## config.mk

```make
export PLATFORM = sky130hd
export DESIGN_NAME = sram_port_arbiter
export DESIGN_NICKNAME = d
export VERILOG_FILES = /design/src/rtl/sram_port_arbiter.sv
export SDC_FILE = /design/constraint.sdc
export NUM_CORES = 1
export LEC_CHECK = 0
export BUFFER_PORTS_ARGS = -buffer_cell sky130_fd_sc_hd__buf_2
export CORE_AREA = 2 2 83 85
export CTS_BUF_LIST = sky130_fd_sc_hd__clkbuf_8
export DETAILED_ROUTE_END_ITERATION = 7
export DIE_AREA = 0 0 85 87
export MAX_ROUTING_LAYER = met4
export PLACE_DENSITY = 0.63
export SETUP_SLACK_MARGIN = 0.5
export SLEW_MARGIN = 40
export SYNTH_ARGS = -nofsm -noshare
export SYNTH_HDL_FRONTEND = slang
export SYNTH_SLANG_ARGS = --single-unit
export TNS_END_PERCENT = 10
```

## constraint.sdc

```tcl
create_clock -name clk_i -period 2.5 [get_ports clk_i]
set_clock_uncertainty 0.15 [all_clocks]
set_input_delay 0.375 -clock clk_i [delete_from_list [all_inputs] [get_ports clk_i]]
set_output_delay 0.375 -clock clk_i [all_outputs]
set_load 0.02 [all_outputs]
```

## src/rtl/sram_port_arbiter.sv

```systemverilog
// Two-port arbiter in front of a single-port SRAM wrapper.
// Port 0 is read-only fetch, port 1 is the read/write LSU.
module sram_port_arbiter #(
    parameter int DATA_WIDTH   = 32,
    parameter int ADDR_WIDTH   = 12,
    parameter int READ_LATENCY = 1,
    parameter int STARVE_MAX   = 4
) (
    input  logic                  clk_i,
    input  logic                  rst_i,
    input  logic                  p0_req_i,
    input  logic [ADDR_WIDTH-1:0] p0_addr_i,
    output logic                  p0_gnt_o,
    output logic                  p0_rvalid_o,
    output logic [DATA_WIDTH-1:0] p0_rdata_o,
    input  logic                  p1_req_i,
    input  logic                  p1_we_i,
    input  logic [ADDR_WIDTH-1:0] p1_addr_i,
    input  logic [DATA_WIDTH-1:0] p1_wdata_i,
    input  logic [3:0]            p1_wmask_i,
    output logic                  p1_gnt_o,
    output logic                  p1_rvalid_o,
    output logic [DATA_WIDTH-1:0] p1_rdata_o,
    output logic                  sram_csb_o,
    output logic                  sram_web_o,
    output logic [ADDR_WIDTH-1:0] sram_addr_o,
    output logic [DATA_WIDTH-1:0] sram_wdata_o,
    output logic [3:0]            sram_wmask_o,
    input  logic [DATA_WIDTH-1:0] sram_rdata_i
);

    localparam int SW = $clog2(STARVE_MAX + 1);
    localparam logic [SW-1:0] SMAX = SW'(STARVE_MAX);
    localparam int TL = READ_LATENCY - 1;

    // rr_q: 0 means port 0 is preferred on the next tie
    logic                    rr_q;
    logic [SW-1:0]           starve_q;
    logic [READ_LATENCY-1:0] tag_v_q;
    logic [READ_LATENCY-1:0] tag_p_q;
    logic                    win0;
    logic                    win1;
    logic                    rd_push;

    // Pick the winner; nothing is granted while reset is held
    always_comb begin
        win0 = 1'b0;
        win1 = 1'b0;
        if (!rst_i) begin
            if (p0_req_i && p1_req_i) begin
                if (starve_q == SMAX || !rr_q) begin
                    win0 = 1'b1;
                end else begin
                    win1 = 1'b1;
                end
            end else begin
                win0 = p0_req_i;
                win1 = p1_req_i;
            end
        end
    end

    assign p0_gnt_o = win0;
    assign p1_gnt_o = win1;
    assign rd_push  = win0 | (win1 & ~p1_we_i);

    // Drive the SRAM wrapper straight from the winner
    always_comb begin
        sram_csb_o   = 1'b1;
        sram_web_o   = 1'b1;
        sram_addr_o  = '0;
        sram_wdata_o = '0;
        sram_wmask_o = 4'h0;
        if (win0) begin
            sram_csb_o  = 1'b0;
            sram_addr_o = p0_addr_i;
        end else if (win1) begin
            sram_csb_o   = 1'b0;
            sram_web_o   = ~p1_we_i;
            sram_addr_o  = p1_addr_i;
            sram_wdata_o = p1_wdata_i;
            sram_wmask_o = p1_wmask_i;
        end
    end

    // Arbiter state and the read tag pipe that mirrors SRAM latency
    always_ff @(posedge clk_i or posedge rst_i) begin
        if (rst_i) begin
            rr_q     <= 1'b0;
            starve_q <= '0;
            tag_v_q  <= '0;
            tag_p_q  <= '0;
        end else begin
            if (win0 || win1) begin
                rr_q <= win0;
            end
            if (win0 || !p0_req_i) begin
                starve_q <= '0;
            end else if (win1 && starve_q != SMAX) begin
                starve_q <= starve_q + SW'(1);
            end
            tag_v_q[0] <= rd_push;
            tag_p_q[0] <= win1;
            for (int k = 1; k < READ_LATENCY; k++) begin
                tag_v_q[k] <= tag_v_q[k-1];
                tag_p_q[k] <= tag_p_q[k-1];
            end
        end
    end

    assign p0_rvalid_o = tag_v_q[TL] & ~tag_p_q[TL];
    assign p1_rvalid_o = tag_v_q[TL] & tag_p_q[TL];
    assign p0_rdata_o  = sram_rdata_i;
    assign p1_rdata_o  = sram_rdata_i;

endmodule

```

; Word-level counts from Yosys, hierarchy flattened
; Cells that the tools add are included.
[totals]
out_inout_bits = 118
register_bits = 6
wordCells = 39
[classes]
n_mux = 18
addsub = 1
bitwise_logic = 6
reduce_logical = 8
n_eq_ne = 2
[ops]
columns = operator, n
row1 = $mux W32, 2
row2 = $mux W12, 2
row3 = $mux W1, 10
row4 = $mux W4, 2
row5 = $mux W3, 2
row6 = $add A3 B1 Y3 const B, 1
row7 = $and A1 B1 Y1, 3
row8 = $eq A3 B3 Y1 const B, 1
row9 = $logic_or A1 B1 Y1, 3
row10 = $ne A3 B3 Y1 const B, 1
row11 = $logic_and A1 B1 Y1, 2
row12 = $logic_not A1 Y1, 2
row13 = $not A1 Y1, 2
row14 = $reduce_bool A2 Y1, 1
row15 = $or A1 B1 Y1, 1

; Logic depth before layout (Yosys ltp)
[depth]
ltp_word = 8
ltp_mapped = 6

; Worst setup path after synthesis
; Ideal clock, no wire load.
[synth_timing]
kind = reg2out
startpoint = reg starve_q[0]
endpoint = out sram_addr_o[10]
path_buffers = 1
stages_incl_launch_ff = 7
t_required_ns = 1.975
path_slack_ns = 0.343
arrival_ns = 1.632
cell_sequence = dfrtp_1 > inv_1 > ha_1 > nand2_2 > a311oi_4 > buf_6 > a22o_1
[synth_between]
word_cells_on_any_way = 10
classes_between = eq/ne: 1 / mux: 8 / reduce/logical: 1
[synth_lines]
columns = element, line
row1 = start: declaration, 38  ; logic [SW-1:0] starve_q;
row2 = start signal: assignment, 100  ; starve_q <= starve_q + SW'(1);
row3 = $eq A3 B3 Y1, 51  ; if (starve_q == SMAX || !rr_q) begin
row4 = $logic_or A1 B1 Y1, 51
row5 = $mux W1, 51
row6 = $mux W1, 50  ; if (p0_req_i && p1_req_i) begin
row7 = $mux W1, 49  ; if (!rst_i) begin
row8 = named net p0_gnt_o, 13  ; output logic p0_gnt_o,
row9 = $mux W12, 74  ; if (win0) begin
row10 = end: declaration, 26  ; output logic [ADDR_WIDTH-1:0] sram_addr_o,
; The timed path passes the listed nets, and every way through them passes these cells.

; Worst setup path after layout
[layout_timing]
startpoint = reg starve_q[1]
endpoint = out sram_wdata_o[17]
[layout_between]
elab_chain_cells = 7
word_cells_on_any_way = 10
classes_between = eq/ne: 1 / mux: 8 / reduce/logical: 1
[layout_lines]
columns = element, line
row1 = $eq A3 B3 Y1 *, 51
row2 = $logic_or A1 B1 Y1 *, 51
row3 = $mux W1, 51
row4 = $mux W1, 50
row5 = $mux W1, 49
row6 = $mux W32, 77  ; end else if (win1) begin
row7 = $mux W32 *, 74
row8 = end: declaration, 27  ; output logic [DATA_WIDTH-1:0] sram_wdata_o,
; Every way passes the cells marked *; elsewhere a longest branch is shown, timed or not.

==> metrics.md <==
| Metric | Value |
|---|---|
| Mean Syn Cell Area | `7.90 um2` |
| Share of the synthesized area in the top cell type | `39.0%` |
| GR peak layer | `met2` |
| First-pass GRT wire length | `5140 um` |
| Post-DP HPWL | `between 2000 and 3000 um` |
| CP Buf/Inv Count | `4` |
| Drt first-iter violations | `27` |
| Clock buffer depth | `2` |
| Area Overhead vs Synth | `51.2%` |
| Worst setup SP type | `flip-flop` |
| GRT Util Overall | `about 9%` |
| Hold path startpoint | `p1_we_i` |
| Count of different cell masters after synthesis | `26` |
| Routed WL per cell | `13.2 um` |
| Yosys warns | `0` |
| Dpl ws | `0.288 ns` |
| Die width | `85 um` |
| Slowest stage delay, CP | `between 0.3 and 0.4 ns` |
| Inserted Clock Buffers | `3` |
| Std cell rows | `30` |
| Vias in the first global route | `1096` |
| Final WL | `~4000 um` |
| DRT antenna net count | `0` |
| Cell area after synthesis | `0.00123 mm2` |
| Max Clk Rate | `0.446 GHz` |
| WS Path Type | `reg -> out` |
| Sequential share of power | `roughly 19%` |
| Max rail drop VDD | `107 uV` |
| Cells after Synth | `156` |
| Hold Path Cell Cnt | `3` |
| Starting Density | `18.8%` |
| Cell family with most CP delay | `buffers and inverters` |
| Sw power | `190 uW` |
| Seq/Total Area, Yosys | `between 10 and 15%` |
| R2R cell count | `6` |
| Met2 usage | `14.6%` |
| Synth area leader | `buf_4` |
| CP Cell Sequence | `inv_2, ha_4, a21bo_2, a21oi_4, buf_12, clkbuf_16, and2_1, buf_2` |
| DRT Pass-1 Iters | `4` |
| CP startpoint | `starve_q[1]` |
| Drt drc | `0` |
| Clock power frac | `25.8%` |
| Synthesis-stage register bit count | `6` |
| H-tree Lvls | `1` |
| Combinational share of power | `54.8%` |
| Final Hold Viols | `0` |
| Total gr overflow | `0` |
| Tot Pwr | `559 uW` |
| Die Y | `87 um` |
| Max_cap viols | `0` |
| Worst r2r src | `starve_q[1]` |
| Slew margin rel. | `80.0%` |
| Critical path's slowest cell | `dfrtp_1` |
| GPL Wtd Cong | `0.702` |
| Worst-path maximum fanout | `13` |
| Root buffer cell | `clkbuf_8` |
| TNS Setup | `0 ns` |
| Element type at the critical path end | `primary output` |
| Post-layout util | `28.4%` |
| Critical Path AT | `1.72 ns` |
| Status | `finished, final reports clean` |
| Initial antenna violation count | `0` |
| Fillers | `696` |
| GR Util met1 | `9.03%` |
| Syn nets | `255` |
| RSZ-0062 raised after global routing | `true` |
| WP data required | `1.98 ns` |
| GR Util met3 | `2.65%` |
| Synth area leaders | `buf_4 (39%), and2_1 (19%), dfrtp_1 (12%)` |
| IO buf count | `118` |
| Ant. Diodes | `0` |
| Internal power | `369 uW` |
| Count of final setup violators | `0` |
| Most common cell after layout, fill and taps aside | `buf_2` |
| Commonest cells after routing, fill and taps aside | `buf_2 (91), and2_1 (37), buf_4 (28), buf_6 (10), a22o_1 (8)` |
| Worst-path clk slew | `0.04 ns` |
| Sw frac | `34.0%` |
| CTS sink cnt | `6` |
| Clock Latency Late Sink | `between 0.2 and 0.25 ns` |
| Ports | `about 220` |
| Final worst-path cycle share | `89.7%` |
| Die area | `0.00740 mm2` |
| WHS Endpoint | `tag_v_q` |
| CTS tree | `yes` |
| Slew @ Worst Pin | `0.297 ns` |
| Pleak | `1.03 nW` |
| Vias | `1245` |
| Worst R2R End | `starve_q[0]` |
| Class of the worst hold path | `in -> reg` |
| Vias per std cell | `4.07` |
| Fin. max-slew vios | `0` |
| Nets | `between 300 and 400` |
| Worst Slack Setup Final | `0.257 ns` |
| Largest net degree at the start of global routing | `28` |
| Reg2Reg Setup Slack | `0.88 ns` |
| Share of layout cells above drive strength 1 | `between 60% and 70%` |
| Pwr Density | `300 mW/mm2` |
| Minimum clock period | `2.24 ns` |
| Core Box Area | `0.00657 mm2` |
per-layer routing:
layer  routed length (um)  vias up
li1                     -      587
met1                 1380      535
met2                 2040       96
met3                  427       27
met4                  174        0
met5                    0        -
worst register-to-register path, cell delays in order (launching register included):
cell,delay [ns]
dfrtp_1,0.36
inv_2,0.06
ha_4,0.17
buf_4,0.13
and2_1,0.15
o31ai_1,0.32
a211oi_1,0.14
power groups by stage:
stage / Clock (mW) / Sequential (mW) / Combinational (mW)
finish: 0.144 / 0.109 / 0.306
CTS: 0.147 / 0.108 / 0.273
floorplan: 0 / 0.108 / 0.284
detailed placement: 0 / 0.109 / 0.240
global route: 0.150 / 0.109 / 0.329
global placement: 0 / 0.109 / 0.237
worst max path at each step:
stage / to / slack (ns) / depth (start not counted)
floorplan: sram_addr_o[10] / 0.47 / 6
global route: sram_wdata_o[8] / 0.18 / 8
CTS: sram_addr_o[2] / 0.18 / 7
global placement: sram_addr_o[0] / 0.33 / 7
finish: sram_wdata_o[17] / 0.26 / 8
detailed placement: sram_addr_o[10] / 0.29 / 7
repair_timing:
item / 4_1_cts / 5_1_grt
cloned: 1 / 3
endpoints found under the hold margin: 6 / 0
gates resized for setup: 22 / 26
pin swaps: 7 / 5
hold buffers: 1 / 0
setup endpoints to repair: 51 / 51
setup buffers: 6 / 5
flip-flops by register name, indices dropped and copies added (netlist names):
name and count:
tag_v_q 1, starve_q 3, rr_q 1, tag_p_q 1
cell usage after synthesis, drive strengths merged:
master / count
buf: 68
and2: 38
a22o: 12
dfrtp: 6
inv: 5
nor2b: 4
a211oi: 2
clkbuf: 2
ha: 2
nand2: 2
nand2b: 2
nand4: 2
o31ai: 2
a21bo: 1
a21o: 1
a21oi: 1
a311oi: 1
a31oi: 1
and4: 1
nor4: 1
o21ai: 1
o21ba: 1
per-stage QoR:
step,instance area (um2),cells,hold slack [ns]
final,1860,306,0.328
after global routing,1860,306,0.342
after CTS,1690,298,0.325
after detailed placement,1490,287,0.218
after global placement,1490,287,0.204
after floorplan,1270,156,0.0218
logic make-up (layout without fill, tap and decap cells):
family | Yosys count | in the layout | share of synthesized area, %
simple gates | 50 | 50 | 25.4
buf+inv | 75 | 145 | 43.5
fa+ha+maj | 2 | 2 | 2.03
flops | 6 | 6 | 12.2
compound gates | 23 | 23 | 17.0
cell type report:
cell class / instances / area [um2] / area share [%]
well taps: 80 / 100 / 5.37
flip-flops and latches: 6 / 150 / 8.06
multi-input cells: 75 / 609 / 32.7
clock buffers: 3 / 41.3 / 2.22
repair buffers: 137 / 943 / 50.6
inverters: 5 / 18.8 / 1.01
Note: power is estimated with default switching activity, not from simulation.
